<file path="config.mk">
export PLATFORM = sky130hd
export DESIGN_NAME = edge_event_unit
export DESIGN_NICKNAME = d
export VERILOG_FILES = /design/src/rtl/edge_event_unit.sv
export SDC_FILE = /design/constraint.sdc
export NUM_CORES = 1
export LEC_CHECK = 0
export ABC_AREA = 1
export ABC_CLOCK_PERIOD_IN_PS = 1000
export BUFFER_PORTS_ARGS = -buffer_cell sky130_fd_sc_hd__buf_2
export CORE_MARGIN = 8
export CORE_UTILIZATION = 25
export CTS_CLUSTER_DIAMETER = 120
export DETAILED_ROUTE_END_ITERATION = 8
export PLACE_DENSITY_LB_ADDON = 0.05
export SLEW_MARGIN = 20
export SYNTH_ARGS = -nofsm -noshare
export SYNTH_HDL_FRONTEND = slang
export SYNTH_SLANG_ARGS = --single-unit
</file>
<file path="constraint.sdc">
create_clock -name clk -period 1 [get_ports clk]
set_input_delay 0.2 -clock clk [delete_from_list [all_inputs] [get_ports clk]]
set_output_delay 0.2 -clock clk [all_outputs]
set_load 0.05 [all_outputs]
</file>
<file path="src/rtl/edge_event_unit.sv">
// ---------------------------------------------------------------------------
// edge_event_unit
//
// Multi-channel edge detector for asynchronous level inputs. Each channel
// synchronises its raw input, debounces it with a stability counter and
// raises a one-cycle event pulse on a rising, falling or either edge of the
// accepted level. Every event also sets a sticky flag that is cleared with
// a write-1-to-clear strobe.
//
// Parameters:
//   CH          number of independent channels (>=1)
//   SYNC_STAGES synchroniser flops per channel (>=2)
//   DEBOUNCE    cycles the synchronised input must differ from the
//               accepted level before it is accepted (>=1)
//   CNT_W       debounce counter width (derived)
//
// Ports:
//   clk      in   clock, all state on rising edge
//   rst_n    in   asynchronous active-low reset
//   inp      in   [CH]   raw asynchronous inputs
//   mode     in   [2*CH] per channel {falling_en, rising_en}
//   clr      in   [CH]   write-1-to-clear strobe for sticky
//   level    out  [CH]   debounced accepted level
//   pulse    out  [CH]   one-cycle event pulse
//   sticky   out  [CH]   latched event flag
//   any_evt  out         OR of all sticky bits
// ---------------------------------------------------------------------------
module edge_event_unit #(
   parameter  int CH          = 8,
   parameter  int SYNC_STAGES = 2,
   parameter  int DEBOUNCE    = 4,
   localparam int CNT_W       = $clog2(DEBOUNCE) + 1
) (
   input  logic            clk,
   input  logic            rst_n,
   input  logic [CH-1:0]   inp,
   input  logic [2*CH-1:0] mode,
   input  logic [CH-1:0]   clr,
   output logic [CH-1:0]   level,
   output logic [CH-1:0]   pulse,
   output logic [CH-1:0]   sticky,
   output logic            any_evt
);

   localparam logic [CNT_W-1:0] CNT_MAX = CNT_W'(DEBOUNCE - 1);

   // The new level decides the edge direction: 1 means a rising edge
   // (enabled by mode bit 0), 0 a falling edge (enabled by mode bit 1).
   function automatic logic edge_hit(input logic new_lvl, input logic [1:0] m);
      return new_lvl ? m[0] : m[1];
   endfunction

   logic [CH-1:0]    sync_p [SYNC_STAGES];
   logic [CH-1:0]    s;
   logic [CNT_W-1:0] cnt_q  [CH];
   logic [CNT_W-1:0] cnt_d  [CH];
   logic [CH-1:0]    level_q;
   logic [CH-1:0]    level_d;
   logic [CH-1:0]    evt_d;
   logic [CH-1:0]    pulse_q;
   logic [CH-1:0]    sticky_q;

   // ---- stage 0..SYNC_STAGES-1: synchroniser chain ----
   always_ff @(posedge clk or negedge rst_n) begin
      if (!rst_n) begin
         for (int k = 0; k < SYNC_STAGES; k++) begin
            sync_p[k] <= '0;
         end
      end else begin
         sync_p[0] <= inp;
         for (int k = 1; k < SYNC_STAGES; k++) begin
            sync_p[k] <= sync_p[k-1];
         end
      end
   end

   assign s = sync_p[SYNC_STAGES-1];

   // ---- debounce next-state ----
   // Any cycle where s agrees with the accepted level restarts the count,
   // so only a run of DEBOUNCE consecutive differing samples is accepted.
   // Mode is looked at only on the accepting edge.
   always_comb begin
      level_d = level_q;
      evt_d   = '0;
      for (int i = 0; i < CH; i++) begin
         cnt_d[i] = '0;
         if (s[i] != level_q[i]) begin
            if (cnt_q[i] == CNT_MAX) begin
               level_d[i] = s[i];
               evt_d[i]   = edge_hit(s[i], mode[2*i +: 2]);
            end else begin
               cnt_d[i] = cnt_q[i] + CNT_W'(1);
            end
         end
      end
   end

   // ---- debounce / event register stage ----
   // A set on the same edge as clr wins, so an event is never lost.
   always_ff @(posedge clk or negedge rst_n) begin
      if (!rst_n) begin
         for (int i = 0; i < CH; i++) begin
            cnt_q[i] <= '0;
         end
         level_q  <= '0;
         pulse_q  <= '0;
         sticky_q <= '0;
      end else begin
         for (int i = 0; i < CH; i++) begin
            cnt_q[i] <= cnt_d[i];
         end
         level_q  <= level_d;
         pulse_q  <= evt_d;
         sticky_q <= (sticky_q & ~clr) | evt_d;
      end
   end

   assign level   = level_q;
   assign pulse   = pulse_q;
   assign sticky  = sticky_q;
   assign any_evt = |sticky_q;

endmodule

</file>
## Word level (Yosys, flattened, before mapping)

Cells that the tools add are included.

| word-level totals | value |
|---|---|
| register bits after elaboration | 64 |
| latch bits | 0 |
| memory bits (writable) | 0 |
| ROM bits | 0 |
| input port bits | 34 |
| output and inout port bits | 25 |
| memories | 0 |

| operators by class | value |
|---|---|
| add/sub/neg operators | 8 |
| multiply operators | 0 |
| div/mod/pow operators | 0 |
| $lt $le $gt $ge | 0 |
| equality and inequality tests | 16 |
| shift-type cells | 0 |
| mux-type cells | 40 |
| bitwise operators | 3 |
| reductions and logical operators | 9 |

Operators by type and width:

| cell | count |
|---|---|
| 2-to-1 mux 3 bit | 16 |
| adder 3 x 1 -> 3 bit (second input constant) | 8 |
| equality test 3 x 2 -> 1 bit (second input constant) | 8 |
| 2-to-1 mux 1 bit | 24 |
| AND reduction 2 bit | 8 |
| bitwise AND 8 bit | 1 |
| inequality test 1 bit | 8 |
| NOT 8 bit | 1 |
| OR 8 bit | 1 |
| OR reduction 8 bit | 1 |

## Logic depth before layout (Yosys ltp)

Gate-level depths: netlist of run 1.

| logic depth | value |
|---|---|
| depth in word-level cells | 4 |
| gate-level depth with buffers | 6 |
| mapped depth without buffers | 6 |

## Least setup slack after synthesis of run 1

Ideal clock, no wire load.

| timing | value |
|---|---|
| path type | register to output |
| from | register sticky_q[5] (netlist: sticky[5]) |
| to | output any_evt |
| data arrival time | 1.180 ns |
| data required time | 0.800 ns |
| setup slack | -0.380 ns |
| cell stages (with the launch flop) | 5 |
| path buffers | 0 |
| cells stage by stage | dfrtp_1 inv_1 nand2_1 nor3_1 nand2_1 |

| between the ends | value |
|---|---|
| longest elaborated chain between the ends | 1 |

Ends and longest elaborated chain:

| item | RTL line | RTL |
|---|---|---|
| start, declared | 61 | `logic [CH-1:0] sticky_q;` |
| start signal, assigned | 115 | `sticky_q <= (sticky_q & ~clr) \| evt_d;` |
| OR reduction 8 bit | 122 | `assign any_evt = \|sticky_q;` |
| end, declared | 42 | `output logic any_evt` |

Every way passes these cells.

## Final worst setup path of run 1

| timing | value |
|---|---|
| from | register sticky_q[1] (netlist: sticky[1]) |
| to | output any_evt |

Same word-level chain as after synthesis.

==> qor.txt, run 1 <==
Initial Utilization - 0.257
Antenna violations before repair - 0
Mapped Cells - 262
Number of synthesized register bits - 64
Cells along the critical path - inv_1 -> nand2_1 -> nor3_2 -> nand2_2 -> buf_6
Max-cap check violation count - 0
Count leader, synth - dfrtp_1
Leakage - 2.05 nW
DRC viols - 0
Core area - 9770 µm²
Worst path top cell family by delay - flip-flops
Top-area cell type share of the netlist area - 0.638
DP HPWL - 3.74 mm
Synth area leader - dfrtp_1
Hold_ws - 0.101 ns
Worst Path Buf+Inv - 2
Max-slew violations - 0
Hold Path Class - in -> reg
GRT Overall Usage - 0.0879
Share of post-route cells with drive strength above 1 - 0.455
H-tree depth - 3
FMAX - 698 MHz
Power Dens Cells - 2470 nW/µm²
Maximum VDD drop - 0.00108 V
Fillers - 979
Net count, final - 407
Net Count, Synth - 304
Pin count of the biggest net entering global routing - 65
Violated checks - setup timing
Cell area after layout - 3990 µm²
Wire per inst - 11.2 µm
Reg power frac - 0.362
ANT cells - 0
Synth Warn # - 0
Fin crit share - 1.43
Final GP Congestion - 0.672
Synth Flop Type - dfrtp_1
CP Data Arrival Time - 1.23 ns
Worst-Margin Slew - 0.390 ns
Layout area overhead - 58.9%
RSZ-0062 raised after global routing - true
Crit path required time - 0.80 ns
# rows - 36
Overflow after GRT - 0
Power Total - 9.85 mW
Sw Ratio - 0.366
Setup Slack @ Placement - -0.157 ns
P_int - 6.25 mW
Cell Area, Placed - 3080 µm²
First-pass GRT wire length - 8.97 mm
Post-synth top cells - 64 x dfrtp_1, 62 x nand2_1, 50 x inv_1
NetSw - 3.60 mW
Minimum clock period - 1.43 ns
Reg clk slew, reported paths - 0.06 ns
Synth cell types - 14
Crit. End Element - primary output
Die Span Y - 116 µm
Finished Core Util - 0.408
Final WL - 5.62 mm
Number of global-route vias before repair - 1911
Routed Antenna Nets - 0
Critical-path maximum fanout - 2
Seq/Total Area, Yosys - 0.638
CP peak stage delay - 0.40 ns
Worst skew pair latency - 0.33 ns
Final Setup Violations - 25
Via count - 1922
Max clock buf depth - 2
IO Pins - 59
Synth Cell Area - 2510 µm²
Worst setup margin - -0.433 ns
Die width - 116 µm
Critical path launch point type - flip-flop
Clk sinks - 64
Ys async rst share - 1.00
Clock network power share - 0.217
Status - finished, violations left
Post-synth EDFFs - 0
CTS tree - built
Post-Syn Area per Cell - 9.58 µm²
TNS Setup - -3.28 ns
Top cells by area, synth - dfrtp_1 64%, nand2_1 9.3%, inv_1 7.5%, nor2_1 5.7%, ha_1 4.0%
CP max-delay cell - dfrtp_2
Setup Skew - 0.00778 ns
Clk root buf - clkbuf_8
Routed vias/inst - 3.83
Initial detailed-routing violation count - 58
TritonCTS buffer count - 9
Slew HR - 0.740
Comb power frac - 0.422
Die area - 13500 µm²
Final Non-Filler Cells - 502
Final hold viol count - 0
I/O Buffers - 58
# placed instances - 462
WS Path Type - reg -> out
DRT Pass-1 Iters - 4
[layout make-up]
class	count	area, µm²	area share
inverters	51	191	0.0480
repair buffers	92	817	0.205
clock inverters	4	45.0	0.0113
flip-flops and latches	64	1630	0.407
well taps	133	166	0.0417
multi-input cells	147	1000	0.251
clock buffers	11	141	0.0354
[logic make-up (layout without fill, tap and decap cells)]
| family | count (synthesis) | after routing | synth area share |
|---|---|---|---|
| AOI/OAI and AO/OA | 15 | 15 | 0.0299 |
| adders and majority gates | 8 | 8 | 0.0399 |
| DFF | 64 | 64 | 0.638 |
| buffers and inverters | 51 | 158 | 0.0762 |
| xor gates and xnor gates | 7 | 7 | 0.0244 |
| and+or+nand+nor | 117 | 117 | 0.192 |
[layer usage]
layer  vias up  routed length (µm)  global-route usage  share of wire
met5         -                   0                   0              0
met4         0                  64              0.0311          0.011
met3         5                 402              0.0471          0.072
met2        43                2690               0.136           0.48
met1       896                2460               0.102           0.44
li1        978                   -                   -              -
[placed cells by master (no fill, tap or decap)]
cell type      instances
ha_4                   5
bufinv_16              1
or2_1                  7
dlygate4sd3_1          9
buf_4                 10
o21ai_0               10
buf_8                  5
clkbuf_1               1
xnor2_2                4
dfrtp_1               45
nor2_2                 6
nand3_1                2
o21ai_1                2
clkbuf_8              10
inv_1                 48
nand2_1               49
nand2_4                6
nor2_4                 5
clkinv_2               3
nand2_2                8
buf_12                 2
buf_6                 33
nor3_2                 2
o21ai_2                3
buf_2                 33
dfrtp_2               19
xnor2_4                3
or2_2                  4
nor2_1                28
ha_2                   3
inv_2                  3
[sequential cells by signal, summed over array words and instances (netlist names)]
register / count
pulse: 8
s: 8
cnt_q: 24
sticky: 8
level: 8
sync_p: 8
[repair_timing]
item	in CTS	in global routing
gates resized for setup	80	59
pin swaps	5	28
hold buffers	9	0
hold endpoints to repair	72	0
buffers inserted	7	10
setup endpoints to repair	44	61
[path summary, 6_finish.rpt]
| kind | from | to | slack, ns | depth (start not counted) |
|---|---|---|---|---|
| min | clr[3] | sticky[3] | 0.10 | 4 |
| max reg2reg | cnt_q[9] | cnt_q[11] | 0.01 | 3 |
| min in group asynchronous | rst_n | level[5] | 0.37 | 3 |
| min reg2reg | sync_p[13] | s[5] | 0.35 | 0 |
| max in group asynchronous | rst_n | sticky[1] | 0.25 | 3 |
| max | sticky[1] | any_evt | -0.43 | 5 |
[power by group through the flow]
stage	clock network [mW]	registers, mW	logic [mW]
after global placement	0	3.54	2.71
final	2.13	3.56	4.15
after CTS	2.26	3.47	3.55
after detailed placement	0	3.55	2.72
after floorplan	0	4.25	1.22
after global routing	2.39	3.62	4.55
[tightest hold or removal path, stage by stage]
cell	delay [ns]
buf_2	0.07
inv_1	0.03
nand2_1	0.04
nand2_1	0.04
(Power assumes the default switching activity.)
==> inputs of run 2 (changes only) <==
==> constraint.sdc (replaced) <==
create_clock -name clk -period 1 [get_ports clk]
set_input_delay 0 -clock clk [delete_from_list [all_inputs] [get_ports clk]]
set_output_delay 0 -clock clk [all_outputs]
set_load 0.05 [all_outputs]
==> run 2 against run 1 <==
Clock skew grew 0.0030 ns; worst hold slack got worse by 0.097 ns; sequential power increased by 1%; critical path depth stayed put; the flow still finishes with violations (setup timing); global-route usage increased by 0.099 points; first-iteration DRC count rose by 12%; sequential share of layout area rose by 1.2 points; critical path type unchanged; clock power decreased by 10%; cell count is 2.2% higher.
==> qor.txt, run 2 (synthesized netlist as in run 1, its figures left out) <==
# rows - 36 (unchanged)
Max clock buf depth - 2 (unchanged)
Pin count of the biggest net entering global routing - 65 (unchanged)
P_int - 5.59 mW (-10%)
Worst-Margin Slew - 0.367 ns (-0.0224 ns)
# placed instances - 463 (+0.22%)
Max-cap check violation count - 0 (unchanged)
Routed vias/inst - 3.70 (-3.4%)
Final Setup Violations - 4 (-84%)
Crit. End Element - primary output
CTS tree - built
CP max-delay cell - dfrtp_2
Reg-to-reg slack, setup - 0.01 ns (about the same)
Routed Antenna Nets - 0 (unchanged)
Final Non-Filler Cells - 513 (+2.2%)
Max-slew violations - 0 (unchanged)
Antenna violations before repair - 0 (unchanged)
Die width - 116 µm (unchanged)
First-pass GRT wire length - 9.16 mm (+2.2%)
Die area - 13500 µm² (unchanged)
Fin crit share - 1.27 (-0.163)
Clk root buf - clkbuf_8
Overflow after GRT - 0 (unchanged)
Core area - 9770 µm² (unchanged)
IO Pins - 59 (unchanged)
Worst path top cell family by delay - flip-flops
Critical path launch point type - flip-flop
Initial detailed-routing violation count - 65 (+12%)
Reg power frac - 0.402 (+0.040)
Worst setup margin - -0.270 ns (+0.163 ns)
Final GP Congestion - 0.692 (+3.0%)
Worst skew pair latency - 0.33 ns (about the same)
Cells along the critical path - inv_2 -> nand2_2 -> nor3_2 -> nand2_2 -> buf_8
GRT Overall Usage - 0.0889 (+0.000986)
Commonest cells after routing, fill and taps aside - 51 x dfrtp_1, 48 x nand2_1, 44 x inv_1
Share of post-route cells with drive strength above 1 - 0.379 (-0.0763)
Slew HR - 0.755 (+0.0149)
DP HPWL - 3.72 mm (-0.62%)
Commonest non-fill, non-tap cell in the layout - dfrtp_1
Final WL - 5.52 mm (-1.7%)
RSZ-0062 raised after global routing - true
DRC viols - 0 (unchanged)
Layout area overhead - 53.7%
Final hold viol count - 0 (unchanged)
CP peak stage delay - 0.42 ns (+0.02 ns)
ANT cells - 0 (unchanged)
Largest register FFs - 24 (unchanged)
Comb power frac - 0.386 (-0.036)
Die Span Y - 116 µm (unchanged)
TNS Setup - -0.667 ns (+2.61 ns)
Net count, final - 417 (+2.5%)
Violated checks - setup timing
NetSw - 3.38 mW (-6.1%)
Top reg by flops - cnt_q
DRT Pass-1 Iters - 4 (unchanged)
H-tree depth - 3 (unchanged)
Setup Skew - 0.0108 ns (+0.00300 ns)
WS Path Type - reg -> out
Critical-path maximum fanout - 2 (unchanged)
Cell area after layout - 3860 µm² (-3.3%)
Sw Ratio - 0.377 (+0.0112)
Clk sinks - 64 (unchanged)
Setup Slack @ Placement - -0.0646 ns (+0.0928 ns)
Number of global-route vias before repair - 1972 (+3.2%)
Leakage - 2.05 nW (-0.30%)
Hold_ws - 0.00469 ns (-0.0967 ns)
Clock network power share - 0.213 (-0.004)
TritonCTS buffer count - 9 (unchanged)
Crit path required time - 1.00 ns (+0.20 ns)
Wire per inst - 10.8 µm (-3.8%)
Power Dens Cells - 2330 nW/µm² (-5.8%)
Reg clk slew, reported paths - 0.07 ns (about the same)
Minimum clock period - 1.27 ns (-0.163 ns)
Cell Area, Placed - 3070 µm² (-0.24%)
Via count - 1898 (-1.2%)
Status - finished, violations left
Maximum VDD drop - 0.000884 V (-18%)
Most frequent CP cell - nand2_2
Hold Path Class - in -> reg
CP Data Arrival Time - 1.27 ns (+0.04 ns)
Worst Path Buf+Inv - 2 (unchanged)
FMAX - 788 MHz (+13%)
Initial Utilization - 0.257 (unchanged)
I/O Buffers - 58 (unchanged)
[run 2: path summary, 6_finish.rpt]
check / from / end / cells after the start
hold / removal: mode[13] / pulse[6] / 5
setup reg to reg: cnt_q[12] / cnt_q[14] / 3
max in group asynchronous: rst_n / sticky[0] / 3
hold reg to reg: sync_p[10] / s[2] / 0
min in group asynchronous: rst_n / cnt_q[5] / 3
setup / recovery: sticky[6] / any_evt / 5
[run 2: final cells by class]
cell class / instances / area (µm²)
multi-input combinational: 147 / 857
sequential: 64 / 1620
inverter: 51 / 191
tap: 133 / 166
fill: 992 / 5920
clock buffer: 12 / 145
timing repair buffer: 102 / 861
clock inverter: 4 / 20.0
[run 2: power groups by stage]
| stage | sequential, mW | combinational [mW] | clock [mW] |
|---|---|---|---|
| finish | 3.61 | 3.46 | 1.91 |
| CTS | 3.52 | 3.19 | 2.03 |
| global route | 3.67 | 3.84 | 2.12 |
| global placement | 3.53 | 2.70 | 0 |
| floorplan | 4.24 | 1.20 | 0 |
| detailed placement | 3.54 | 2.71 | 0 |
[run 2: repair_timing]
action | CTS | global route
pin swaps | 4 | 24
hold buffers | 27 | 0
hold endpoints to repair | 86 | 0
setup buffers | 3 | 6
endpoints found under the setup margin | 31 | 48
resized for setup | 52 | 40
[run 2: routing by layer]
metal	GRT usage	routed length [µm]	up-vias
li1	-	-	995
met1	0.0987	2460	852
met2	0.143	2580	42
met3	0.0429	396	9
met4	0.0363	81	0
met5	0	0	-
[run 2: worst register-to-register path, stage by stage (launching register included)]
cell and delay (ns):
dfrtp_1 0.42, ha_4 0.18, or2_1 0.22, nor2_1 0.09
[run 2: through the flow]
stage	utilization	power (mW)
6_report	0.395	8.98
5_1_grt	0.395	9.63
4_1_cts	0.376	8.74
3_5_place_dp	0.314	6.25
3_3_place_gp	0.314	6.24
2_1_floorplan	-	5.45
